$ cat src/rtl/aes_dec_sequencer_if.sv
// aes_dec_sequencer_if: start request and datapath control lines between the AES decrypt sequencer and its datapath.
interface aes_dec_sequencer_if;
   logic       aes_start;
   logic       keyexp_en;
   logic       state_init;
   logic       state_ld;
   logic [1:0] op_sel;
   logic [1:0] col_sel;
   logic [3:0] round_key_idx;
   logic       busy;
   logic       aes_done;
   modport master (
      input  aes_start,
      output keyexp_en, state_init, state_ld, op_sel, col_sel, round_key_idx, busy, aes_done
   );
   modport slave (
      output aes_start,
      input  keyexp_en, state_init, state_ld, op_sel, col_sel, round_key_idx, busy, aes_done
   );
endinterface

$ cat src/rtl/aes_dec_sequencer.sv
// aes_dec_sequencer: Moore control FSM stepping an iterative AES inverse-cipher datapath through key expansion and all rounds.
module aes_dec_sequencer #(
   parameter int KEYEXP_WAIT = 12,
   parameter int NR          = 10
) (
   input logic             clk,
   input logic             rst,
   aes_dec_sequencer_if.master bus
);
   typedef enum logic [3:0] {IDLE, KEYEXP, LOAD, ARK0, ISR, ISB, ARK, IMC, DONE} state_t;
   localparam logic [7:0] WAIT_LAST = 8'(KEYEXP_WAIT - 1);
   localparam logic [3:0] NR_IDX    = 4'(NR);
   localparam logic [3:0] NR_LAST   = 4'(NR - 1);
   state_t     state, state_nx;
   logic [7:0] wcnt, wcnt_nx;
   logic [3:0] round, round_nx;
   logic [1:0] col, col_nx;
   always_ff @(posedge clk) begin
      if (rst) begin
         state <= IDLE;
         wcnt  <= '0;
         round <= '0;
         col   <= '0;
      end else begin
         state <= state_nx;
         wcnt  <= wcnt_nx;
         round <= round_nx;
         col   <= col_nx;
      end
   end
   always_comb begin
      state_nx          = state;
      wcnt_nx           = wcnt;
      round_nx          = round;
      col_nx            = col;
      bus.keyexp_en     = 1'b0;
      bus.state_init    = 1'b0;
      bus.state_ld      = 1'b0;
      bus.op_sel        = 2'd0;
      bus.col_sel       = 2'd0;
      bus.round_key_idx = 4'd0;
      bus.busy          = 1'b0;
      bus.aes_done      = 1'b0;
      case (state)
         IDLE: begin
            wcnt_nx  = '0;
            state_nx = bus.aes_start ? KEYEXP : IDLE;
         end
         KEYEXP: begin
            bus.keyexp_en = 1'b1;
            bus.busy      = 1'b1;
            state_nx      = (wcnt == WAIT_LAST) ? LOAD : KEYEXP;
            wcnt_nx       = (wcnt == WAIT_LAST) ? wcnt : wcnt + 8'd1;
         end
         LOAD: begin
            bus.state_init    = 1'b1;
            bus.state_ld      = 1'b1;
            bus.round_key_idx = NR_IDX;
            bus.busy          = 1'b1;
            state_nx          = ARK0;
         end
         ARK0: begin
            bus.state_ld      = 1'b1;
            bus.round_key_idx = NR_IDX;
            bus.busy          = 1'b1;
            round_nx          = NR_LAST;
            state_nx          = ISR;
         end
         ISR, ISB, ARK: begin
            bus.state_ld      = 1'b1;
            bus.op_sel        = (state == ISR) ? 2'd1 : (state == ISB) ? 2'd2 : 2'd0;
            bus.round_key_idx = round;
            bus.busy          = 1'b1;
            col_nx            = 2'd0;
            // round 0 is the final round, which has no InvMixColumns
            state_nx          = (state == ISR) ? ISB : (state == ISB) ? ARK : (round == 4'd0) ? DONE : IMC;
         end
         IMC: begin
            bus.state_ld      = 1'b1;
            bus.op_sel        = 2'd3;
            bus.col_sel       = col;
            bus.round_key_idx = round;
            bus.busy          = 1'b1;
            col_nx            = (col == 2'd3) ? 2'd0 : col + 2'd1;
            round_nx          = (col == 2'd3) ? round - 4'd1 : round;
            state_nx          = (col == 2'd3) ? ISR : IMC;
         end
         DONE: begin
            bus.aes_done = 1'b1;
            state_nx     = bus.aes_start ? DONE : IDLE;
         end
         default: state_nx = IDLE;
      endcase
   end
endmodule

$ cat src/flat_wrapper.sv
// flat-port wrapper written by rule: the top's interface ports become plain ports
module aes_dec_sequencer_flat 
#(
   parameter int KEYEXP_WAIT = 12,
   parameter int NR          = 10
)
  (clk, rst, bus_aes_start, bus_keyexp_en, bus_state_init, bus_state_ld, bus_op_sel, bus_col_sel, bus_round_key_idx, bus_busy, bus_aes_done);
  aes_dec_sequencer_if bus_i ();
  input logic clk;
  input logic rst;
  input wire logic [$bits(bus_i.aes_start)-1:0] bus_aes_start;
  output wire logic [$bits(bus_i.keyexp_en)-1:0] bus_keyexp_en;
  output wire logic [$bits(bus_i.state_init)-1:0] bus_state_init;
  output wire logic [$bits(bus_i.state_ld)-1:0] bus_state_ld;
  output wire logic [$bits(bus_i.op_sel)-1:0] bus_op_sel;
  output wire logic [$bits(bus_i.col_sel)-1:0] bus_col_sel;
  output wire logic [$bits(bus_i.round_key_idx)-1:0] bus_round_key_idx;
  output wire logic [$bits(bus_i.busy)-1:0] bus_busy;
  output wire logic [$bits(bus_i.aes_done)-1:0] bus_aes_done;
  assign bus_i.aes_start = bus_aes_start;
  assign bus_keyexp_en = bus_i.keyexp_en;
  assign bus_state_init = bus_i.state_init;
  assign bus_state_ld = bus_i.state_ld;
  assign bus_op_sel = bus_i.op_sel;
  assign bus_col_sel = bus_i.col_sel;
  assign bus_round_key_idx = bus_i.round_key_idx;
  assign bus_busy = bus_i.busy;
  assign bus_aes_done = bus_i.aes_done;
  aes_dec_sequencer #(.KEYEXP_WAIT(KEYEXP_WAIT), .NR(NR)) u_core (.clk(clk), .rst(rst), .bus(bus_i));
endmodule
$ cat config.mk
export PLATFORM = sky130hd
export DESIGN_NAME = aes_dec_sequencer_flat
export DESIGN_NICKNAME = d
export VERILOG_FILES = /design/src/rtl/aes_dec_sequencer_if.sv /design/src/rtl/aes_dec_sequencer.sv /design/src/flat_wrapper.sv
export SDC_FILE = /design/constraint.sdc
export NUM_CORES = 1
export LEC_CHECK = 0
export ABC_AREA = 1
export BUFFER_PORTS_ARGS = -buffer_cell sky130_fd_sc_hd__buf_2
export CAP_MARGIN = 20
export CORE_ASPECT_RATIO = 0.6
export CORE_MARGIN = 5
export CORE_UTILIZATION = 30
export CTS_BUF_LIST = sky130_fd_sc_hd__clkbuf_8 sky130_fd_sc_hd__clkbuf_16
export CTS_CLUSTER_DIAMETER = 30
export DETAILED_ROUTE_END_ITERATION = 8
export PLACE_DENSITY_LB_ADDON = 0.08
export SETUP_SLACK_MARGIN = 0.1
export SYNTH_ARGS = -nofsm -noshare
export SYNTH_HDL_FRONTEND = slang
export SYNTH_SLANG_ARGS = --single-unit
$ cat constraint.sdc
create_clock -name clk -period 1.4 [get_ports clk]
set_clock_uncertainty 0.2 [all_clocks]
set_input_delay 0.21 -clock clk [delete_from_list [all_inputs] [get_ports clk]]
set_output_delay 0.21 -clock clk [all_outputs]
set_load 0.02 [all_outputs]
# [Word-level counts from Yosys, hierarchy flattened]
# Cells that the tools add are included.
[word_totals] ram_bits=0 output_inout_bits=13 memories=0 wordCells=55 ff_bits=18 latchBits=0 inputBits=3 rom_bits=0
[classes] reduce_logical=12 magnitude_cmp=0 mux=24 n_div=0 addsub=3 bitwise=0 mul=0 eq_ne=12 n_shift=0
[op_table] op="$pmux 4 s7" count=1
[op_table] op="$mux 4" count=5
[op_table] op="$eq 4x3->1 const B" count=4
[op_table] op="$pmux 4 s2" count=2
[op_table] op="$pmux 8 s2" count=1
[op_table] op="$mux 2" count=6
[op_table] op="$add 8x1->8 const B" count=1
[op_table] op="$eq 4x2->1 const B" count=2
[op_table] op="$eq 8x4->1 const B" count=1
[op_table] op="$logic_not 4->1" count=2
[op_table] op="$mux 8" count=1
[op_table] op="$pmux 2 s2" count=2
[op_table] op="$reduce_or 7->1" count=1
[op_table] op="$mux 1" count=6
[op_table] op="$reduce_bool 2->1" count=3
[op_table] op="$reduce_or 6->1" count=1
[op_table] op="$eq 4x1->1 const B" count=1
[op_table] op="$eq 4x4->1 const B" count=1
[op_table] op="$reduce_and 2->1" count=2
[op_table] op="$reduce_or 4->1" count=1
[op_table] op="$sub 4x1->4 const B" count=1
[op_table] op="$reduce_or 3->1" count=1
[op_table] op="$add 2x1->2 const B" count=1
[op_table] op="$eq 2x2->1 const B" count=1
[op_table] op="3 further kinds" count=3

# [Depth between registers and ports, before layout]
[depth] depth_word=5 ltp_mapped=9 ltp_nobuf=9

# [Least setup slack after synthesis]
# OpenSTA, ideal clock, no wires.
[synth_path] path_type="reg-to-reg" from="register u_core.state[0]" to="register u_core.state[3]" path_slack_ns=-0.169 required_ns=1.129 path_stages_with_launch=6 arrival_time_ns=1.298 period_less_slack_ns=1.569 cell_sequence="dfxtp_1 > nor2_2 > inv_2 > nor3_1 > nand2_1 > a21oi_1"
[synth_between] elab_chain_cells=4
[synth_rtl] item="start, declared" line_no="aes_dec_sequencer.sv:14" text="state_t state, state_nx;"
[synth_rtl] item="start signal, assigned" line_no="aes_dec_sequencer.sv:25" text="state <= state_nx;"
[synth_rtl] item="$eq 4x3->1" line_no="aes_dec_sequencer.sv:44, aes_dec_sequencer.sv:76"
[synth_rtl] item="$mux 4 (2 in a row)" line_no="aes_dec_sequencer.sv:76" text="state_nx = (state == ISR) ? ISB : (state == ISB) ? ARK : (round == 4'd0) ? DONE : IMC;"
[synth_rtl] item="$pmux 4 s7 (*)" line_no="aes_dec_sequencer.sv:44" text="case (state)"
# Every way passes the cells marked *; elsewhere a longest branch is shown, timed or not.
# A chain may end at the register's enable or synchronous reset.

# [Final worst setup path]
[layout_path] from="register u_core.state[3]" to="output bus_keyexp_en"
[layout_between] elab_chain_cells=2
[layout_rtl] item="$eq 4x1->1" line_no="aes_dec_sequencer.sv:44"
[layout_rtl] item="$mux 1" line_no="aes_dec_sequencer.sv:44"
[layout_rtl] item="end, declared" line_no="flat_wrapper.sv:12" text="output wire logic [$bits(bus_i.keyexp_en)-1:0] bus_keyexp_en;"
# No other way between the ends.

==> results.toml <==
[logic_synthesis]
yosysMostFrequentCell = "nand2_1"
yosysSeqAreaShare_pct = 31.4
synth_commonest_cells = "nand2_1 (36), nor2_1 (29), inv_1 (20), nand3_1 (20), dfxtp_1 (18)"
yosysUniqueCellTypes = 27
synth_top_area_share_pct = 31.4
synth_edf_count = 0
yosysWarningCount = 0
synth_cells = 177
synth-seq-cells = 18
syn_area_mm2 = 0.00115
synth_top_flop_cell = "dfxtp_1"
synth-async-reset-ratio_pct = 0
syn_nets = 183
synth_area_leaders = "dfxtp_1 (31%), nand2_1 (12%), nor2_1 (9.5%)"
synth_area_per_cell_um2 = 6.48
synth_top_cell_by_area = "dfxtp_1"

[worst_hold_path]
hold_path.class = "input pin to flop"
holdCritStartpoint = "rst"

[timing]
setup_slack_ns = -0.194
clock.fmax_mhz = 628
max_slew.worst_pin.slew_ns = 0.251
max_slew_margin_pct = 83.2
min_period_over_period_pct = 114
min_period_ns = 1.59
slew_violations = 0
setup_viol = 27
rsz0062_at_grt = "yes"
hold_viol = 0
fin_setup_tns_ns = -2.80

[floorplan]
dieWidth_um = 89.8
core_mm2 = 0.00368
dieArea_mm2 = 0.00520
start_util_pct = 31.1
die_h_um = 57.9
rows = 17
ios = 16

[clock_tree]
h-tree-depth = 1
cts_sinks = 18
cts_buffer_depth = 2
cts_tree = "built"
clk_pin_slew_ns = 0.08
clock_latency_ns = 0.26
cts_root_buf = "clkbuf_8"
cts-buffers-inserted = 3

[setup_path]
path_buf_inv = 2
path_class = "flop to output port"
crit_path_max_fanout = 5
endpoint_kind = "output port"
worstSetupStartpointType = "flop"
critPathMaxStageDelay_ns = 0.38
path_cells = "nor2_4 -> inv_4 -> nor2_8 -> buf_6"
cp.required_ns = 0.99
cp_slowest_cell = "dfxtp_4"
critPathTopFamily = "flip-flops"
cp.arrival_ns = 1.18
r2r_start = "u_core.state[3]$_SDFF_PP0_"
crit_path_start = "u_core.state[3]$_SDFF_PP0_"

[power]
p_per_area_mw_per_mm2 = 570
p_leak_nw = 0.871
p_total_mw = 1.15
ir_drop_uv = 501

[place]
gp_congestion = 0.757
dpl.cell_count = 265
hpwl_um = 2510
portBuffers = 15

[finish]
nFillCells = 336
finish.utilization_pct = 55.0
drive_gt1_share_pct = 58.6
areaGrowthSynthToFinish_pct = 76.5
stdcell_count = 279
antenna-diode-count = 0
fin_nets = 239

[route]
vias_per_cell = 4.58
vias = 1277
wl_per_cell_um = 12.7
drc_errors = 0
dr_wl_met2_um = 1550
wirelength_um = 3530
drtIter0Drc = 44
highest_layer = "met4"
route.met3.wl_um = 119
drtPass1Iterations = 4
wl_met1_um = 1860
postRouteAntennaNets = 0

[global_route]
antenna_found_initial = 0
grt_first_pass_wirelength_um = 5460
grt_pass1_vias = 1131
grt.overflow.total = 0
grt_max_degree = 14
gr-usage-all-layers_pct = 12.9

[outcome]
status = "finished with violations"
violations = "negative setup slack"

[run]
cap_violations = 0
==> routing by layer <==
metal  vias up  GRT usage (%)
met4         0           2.16
met3         3           3.89
met5         -              0
li1        672              -
met1       589           19.0
met2        13           18.6
==> sequential cells by signal, indices dropped and copies added (netlist names) <==
signal	flops
u_core.col	2
u_core.round	4
u_core.wcnt	8
u_core.state	4
==> timing repair <==
action                                 CTS  global route
endpoints found under the hold margin    1             0
buffers inserted                         4             5
cloned                                   0             0
setup endpoints to repair               31            31
hold buffers                             1             0
pin swaps                                4            22
gates resized for setup                 31            55
==> cells in the final DEF (no fill, tap or decap), drive strengths merged, types with 2 or more instances in the layout <==
cell type / count
o21ai: 8
ha: 3
nand3b: 2
nand3: 21
inv: 28
buf: 51
nor3: 4
nand2: 41
nor2: 34
a21oi: 13
dfxtp: 18
clkbuf: 4
==> kinds of logic after synthesis <==
family,count (synthesis),synth area share [%]
adder cells (fa/ha/maj),3,3.28
flip-flops,18,31.4
buffers and inverters,29,9.72
AO/OA/AOI/OAI,23,12.4
AND/OR/NAND/NOR,104,43.1
==> layout make-up <==
type	count	area [um^2]	share of cell area [%]
Sequential cell	18	383	18.9
Inverter	28	118	5.81
Clock buffer	4	55.1	2.72
Multi-Input combinational cell	130	957	47.3
Tap cell	47	58.8	2.91
Timing Repair Buffer	52	452	22.3
==> stage by stage <==
step                hold slack, ns  setup slack (ns)  instance area, um^2
floorplan                   0.0724         -0.000821                 1240
global placement             0.274           -0.0742                 1580
detailed placement           0.285            -0.115                 1580
CTS                         0.0753            -0.183                 1770
global route                0.0914            -0.241                 2020
finish                      0.0691            -0.194                 2020
==> worst paths after layout <==
| path | end | cells past startpoint | slack [ns] |
|---|---|---|---|
| setup reg to reg | u_core.wcnt[0]$_SDFFE_PP0P_ | 9 | -0.14 |
| setup / recovery | bus_keyexp_en | 4 | -0.19 |
| hold / removal | u_core.state[1]$_SDFF_PP0_ | 4 | 0.07 |
| hold reg to reg | u_core.round[1]$_SDFFE_PP0P_ | 2 | 0.31 |
==> power by group <==
part,leakage [nW],switching (mW),internal (mW)
registers,0.151,0.0138,0.514
logic,0.692,0.102,0.0801
clock network,0.0288,0.192,0.251
total,0.871,0.307,0.845
==> worst min-delay path, delay by kind of cell <==
family / cells / cell delay, ns
buffers and inverters: 3 / 0.21
AND/OR/NAND/NOR: 1 / 0.08
Power figures use the tool's default switching activity.
